===== src/rtl/mwave_timer_ctrl.sv =====
`default_nettype none
// ============================================================================
// Module   : mwave_timer_ctrl
// Brief    : Microwave cook timer: keypad MM:SS entry, 1 Hz BCD countdown,
//            door-interlocked magnetron gating. Optional MWAVE_QUICK_START_EN
//            enables +30 s quick start.
// Revision : 1.0 - initial release
// ============================================================================
module mwave_timer_ctrl (
    input  logic        clk,
    input  logic        clrn,
    input  logic        tick,
    input  logic        key_valid,
    input  logic [3:0]  key_code,
    input  logic        start,
    input  logic        stop_clear,
    input  logic        door_closed,
    output logic [15:0] digits,
    output logic        magnetron_on,
    output logic        done,
    output logic [1:0]  state
);

    localparam logic [1:0] c_IDLE    = 2'd0;
    localparam logic [1:0] c_COOKING = 2'd1;
    localparam logic [1:0] c_PAUSED  = 2'd2;
    localparam logic [1:0] c_DONE    = 2'd3;

`ifdef MWAVE_QUICK_START_EN
    localparam bit c_QUICK = 1'b1;
`else
    localparam bit c_QUICK = 1'b0;
`endif

    logic [1:0]  r_state;
    logic [15:0] r_digits;
    logic        r_magnetron_on;
    logic        r_done;

    logic [1:0]  w_state_nxt;
    logic [15:0] w_digits_nxt;
    logic [15:0] w_dec;
    logic [15:0] w_add30;
    logic        w_mag_nxt;
    logic        w_done_nxt;

    // One-second borrow chain; sec_tens wraps to 5, other digits to 9.
    function automatic logic [15:0] f_bcd_dec(input logic [15:0] v);
        logic [3:0] mt, mu, st, su;
        logic       b;
        {mt, mu, st, su} = v;
        b = 1'b0;
        if (su == 4'd0) begin su = 4'd9; b = 1'b1; end
        else            su = su - 4'd1;
        if (b) begin
            if (st == 4'd0) st = 4'd5;
            else begin st = st - 4'd1; b = 1'b0; end
        end
        if (b) begin
            if (mu == 4'd0) mu = 4'd9;
            else begin mu = mu - 4'd1; b = 1'b0; end
        end
        if (b) mt = mt - 4'd1;
        return {mt, mu, st, su};
    endfunction

    // +30 s with sec_tens carrying at 6; minute overflow saturates to 99:59.
    function automatic logic [15:0] f_bcd_add30(input logic [15:0] v);
        logic [3:0] mt, mu, st, su;
        logic [4:0] s;
        logic       sat;
        {mt, mu, st, su} = v;
        sat = 1'b0;
        s   = {1'b0, st} + 5'd3;
        if (s >= 5'd6) begin
            s  = s - 5'd6;
            st = s[3:0];
            if (mu == 4'd9) begin
                mu = 4'd0;
                if (mt == 4'd9) sat = 1'b1;
                else            mt = mt + 4'd1;
            end else begin
                mu = mu + 4'd1;
            end
        end else begin
            st = s[3:0];
        end
        return sat ? 16'h9959 : {mt, mu, st, su};
    endfunction

    assign w_dec   = f_bcd_dec(r_digits);
    assign w_add30 = f_bcd_add30(r_digits);

    always_ff @(posedge clk or negedge clrn) begin
        if (!clrn) begin
            r_state        <= c_IDLE;
            r_digits       <= 16'h0000;
            r_magnetron_on <= 1'b0;
            r_done         <= 1'b0;
        end else begin
            r_state        <= w_state_nxt;
            r_digits       <= w_digits_nxt;
            r_magnetron_on <= w_mag_nxt;
            r_done         <= w_done_nxt;
        end
    end

    // Each branch chain encodes the event priority; an ignored event falls through.
    always_comb begin
        w_state_nxt  = r_state;
        w_digits_nxt = r_digits;
        case (r_state)
            c_IDLE: begin
                if (stop_clear) begin
                    w_digits_nxt = 16'h0000;
                end else if (start && door_closed && ((r_digits != 16'h0000) || c_QUICK)) begin
                    w_state_nxt = c_COOKING;
                    if (r_digits == 16'h0000) w_digits_nxt = 16'h0030;
                end else if (key_valid && (key_code <= 4'd9)) begin
                    w_digits_nxt = {r_digits[11:0], key_code};
                end
            end
            c_COOKING: begin
                if (stop_clear || !door_closed) begin
                    w_state_nxt = c_PAUSED;
                end else if (start && c_QUICK) begin
                    w_digits_nxt = w_add30;
                end else if (tick) begin
                    w_digits_nxt = w_dec;
                    if (w_dec == 16'h0000) w_state_nxt = c_DONE;
                end
            end
            c_PAUSED: begin
                if (stop_clear) begin
                    w_state_nxt  = c_IDLE;
                    w_digits_nxt = 16'h0000;
                end else if (start && door_closed) begin
                    w_state_nxt = c_COOKING;
                end
            end
            default: begin
                w_digits_nxt = 16'h0000;
                if (stop_clear || !door_closed) w_state_nxt = c_IDLE;
            end
        endcase
    end

    always_comb begin
        w_mag_nxt  = (w_state_nxt == c_COOKING);
        w_done_nxt = (w_state_nxt == c_DONE);
    end

    assign state        = r_state;
    assign digits       = r_digits;
    assign magnetron_on = r_magnetron_on;
    assign done         = r_done;

endmodule
`default_nettype wire


===== config.mk =====
export PLATFORM = sky130hd
export DESIGN_NAME = mwave_timer_ctrl
export DESIGN_NICKNAME = d
export VERILOG_FILES = /design/src/rtl/mwave_timer_ctrl.sv
export SDC_FILE = /design/constraint.sdc
export NUM_CORES = 1
export LEC_CHECK = 0
export CAP_MARGIN = 10
export CORE_UTILIZATION = 45
export DETAILED_ROUTE_END_ITERATION = 16
export PLACE_DENSITY = 0.72
export SLEW_MARGIN = 10
export SYNTH_ARGS = -nofsm -noshare
export SYNTH_HDL_FRONTEND = slang
export SYNTH_SLANG_ARGS = --single-unit

===== constraint.sdc =====
create_clock -name clk -period 6.05 [get_ports clk]
set_input_delay 1.21 -clock clk [delete_from_list [all_inputs] [get_ports clk]]
set_output_delay 1.21 -clock clk [all_outputs]
set_load 0.005 [all_outputs]

==> impl_metrics.py <==
metrics = {
    "outcome": {
        "status": "completed",
    },
    "logic_synthesis": {
        "syn_inst": 157,
        "netlist_top_cells_area": "dfrtp_1 35%, nor2_1 4.2%, o31ai_1 4.2%, a22oi_1 3.7%, a21oi_1 3.2%",
        "synth_warnings": 0,
        "synth_cell_types": 46,
        "synth_top_area_cell": "dfrtp_1",
        "synth_fp_nets": 170,
        "ys_ff_latch": 20,
        "syn_avg_cell_area_um2": 9.04,
        "syn-cell-area_um2": 1420,
        "ys_seq_area_share_pct": 35.3,
        "synth-main-ff-cell": "dfrtp_1",
        "synth-edff-count": 0,
        "async_reset_ff_share_pct": 100,
        "synth_top_area_share_pct": 35.3,
    },
    "global_routing": {
        "grt_max_degree": 21,
        "grt_pass1_wl_um": 6140,
        "overflow": 0,
        "antenna_found_initial": 0,
        "grt_pass1_vias": 1331,
        "grt_usage_pct": 23.9,
    },
    "detailed_routing": {
        "routed_wl_um": 3780,
        "vias": 1389,
        "ant_nets": 0,
        "via_per_inst": 6.20,
        "drc": 0,
        "wire_per_inst_um": 16.9,
        "drt_iter0_drc": 80,
        "drt_pass1_iterations": 5,
    },
    "critical_path": {
        "cp-start-kind": "input pin",
        "path_class": "in2reg",
        "setup.worst_path.start": "stop_clear",
        "r2r-start": "digits[0]",
        "crit_end": "digits[2]",
        "critical_path_arrival_ns": 3.32,
        "r2r_end": "digits[10]",
        "required_ns": 6.30,
        "path_max_fanout": 10,
        "worst_setup_path_end_kind": "register",
        "rrSetupSlack_ns": 3.08,
        "r2r.worst_path.cells": 5,
    },
    "sta": {
        "period_needed_ns": 3.07,
        "rsz0062_at_grt": "no",
        "tightest_slew_ns": 0.929,
        "clock.fmax_ghz": 0.326,
        "hold_viol_final": 0,
        "fin_crit_sh_pct": 50.7,
        "setup_viol": 0,
        "maxSlewViolCount": 0,
        "skew_ns": 0.00664,
        "slew_headroom_pct": 37.9,
        "setup-tns-final_ns": 0,
    },
    "placed_design": {
        "placed_area_um2": 1710,
        "dp_cells": 221,
        "portBuffers": 30,
        "place_congestion": 0.932,
        "dpl.hpwl_um": 2630,
    },
    "clocking": {
        "post_cts_buffers": 0,
        "htree_num_levels": 1,
        "cts.sinks": 20,
        "cts_tree": "built",
        "postCtsHoldBufs": 0,
        "clock_tree.root_cell": "clkbuf_4",
        "clkTransAtPathRegs_ns": 0.11,
        "cts_buffers": 3,
        "ctsLongestPathBuffers": 2,
        "cts_resized": 0,
        "insertion_delay_ns": 0.31,
    },
    "layout": {
        "fin_area_um2": 1730,
        "drive_above_1_share_pct": 6.11,
        "final_cell_mix": "30 x clkdlybuf4s50_1, 20 x dfrtp_1, 16 x nor2_1, 9 x a21oi_1, 8 x o31ai_1",
        "layout_commonest_cell": "clkdlybuf4s50_1",
        "nFillCells": 276,
        "stdcell_count": 224,
        "areaGrowthSynthToFinish_pct": 21.9,
        "post-route-util_pct": 57.1,
        "n_antenna_cell": 0,
        "nNetsFinal": 195,
    },
    "power": {
        "powerDensity_nw_per_um2": 509,
        "p_leak_uw": 0.000707,
        "irDropWorstVdd_mv": 0.195,
    },
    "die": {
        "rows": 20,
        "fp.dieW_um": 58.2,
        "start_util_pct": 46.9,
        "io_pins": 31,
        "die_h_um": 58.2,
        "fp.coreArea_um2": 3030,
        "dieArea_um2": 3380,
    },
    "flow_run": {
        "maxCapViolations": 0,
    },
    "min_path": {
        "min_path_cells": 2,
        "hold_path_class": "reg2reg",
    },
}
==> layer usage <==
metal / vias to the layer above / global-route usage, % / routed length [um]
li1: 656 / - / -
met1: 649 / 31.7 / 1660
met2: 72 / 37.1 / 1780
met3: 12 / 3.79 / 266
met4: 0 / 13.3 / 72
met5: - / 0 / 0
==> flip-flops by register name (all words and copies together), names as in the netlist <==
signal        count
digits           16
done              1
magnetron_on      1
state             2
==> metrics by stage <==
| step | total power (uW) | setup slack, ns | hold slack [ns] |
|---|---|---|---|
| final | 881 | 2.98 | 0.584 |
| after global routing | 951 | 2.91 | 0.621 |
| after global placement | 796 | 2.73 | 0.563 |
| after CTS | 870 | 3.03 | 0.585 |
| after floorplan | 648 | 3.52 | 0.537 |
| after detailed placement | 804 | 2.70 | 0.561 |
==> critical path, stage by stage <==
cell             delay, ns
clkdlybuf4s50_1       0.51
nor3_1                0.36
a21boi_1              0.69
a41o_2                0.27
a22o_1                0.15
mux2_2                0.13
==> Yosys cell counts (all sizes together), types with 2 or more instances <==
| library cell | n |
|---|---|
| nor2b | 3 |
| nor2 | 16 |
| nor3 | 5 |
| o21ai | 11 |
| nor4b | 2 |
| buf | 4 |
| inv | 5 |
| a22oi | 7 |
| nor3b | 2 |
| a32oi | 5 |
| nor4 | 6 |
| o22ai | 3 |
| clkbuf | 6 |
| o31ai | 8 |
| mux2 | 3 |
| or4 | 2 |
| nand2 | 4 |
| o2bb2ai | 5 |
| dfrtp | 20 |
| ha | 2 |
| a21oi | 9 |
| and2 | 2 |
| or3 | 6 |
| a21boi | 2 |
==> kinds of logic after synthesis <==
logic type / count (synthesis) / synth area share, %
AOI/OAI and AO/OA: 58 / 29.3
buffers and inverters: 15 / 6.08
and+or+nand+nor: 56 / 23.3
xor gates and xnor gates: 2 / 1.23
adders and majority gates: 2 / 1.76
DFF: 20 / 35.3
muxes: 4 / 3.09
==> area by class of cell <==
type / instances / area (um2) / share of cell area [%]
clock buffers: 3 / 22.5 / 1.30
inverters: 5 / 18.8 / 1.09
multi-input cells: 122 / 832 / 48.1
flip-flops and latches: 20 / 500 / 28.9
well taps: 44 / 55.1 / 3.18
repair buffers: 30 / 300 / 17.4
==> report_power, final <==
part           switching, uW  internal, uW
Combinational            285           255
Clock                   42.3          23.3
Sequential              99.7           176
==> worst min-delay path by stage <==
stage	startpoint	to	slack (ns)
floorplan	digits[15]	digits[15]	0.54
global placement	digits[15]	digits[15]	0.56
detailed placement	digits[15]	digits[15]	0.56
CTS	digits[15]	digits[15]	0.59
global route	digits[15]	digits[15]	0.62
finish	digits[15]	digits[15]	0.58
(Power assumes the default switching activity.)
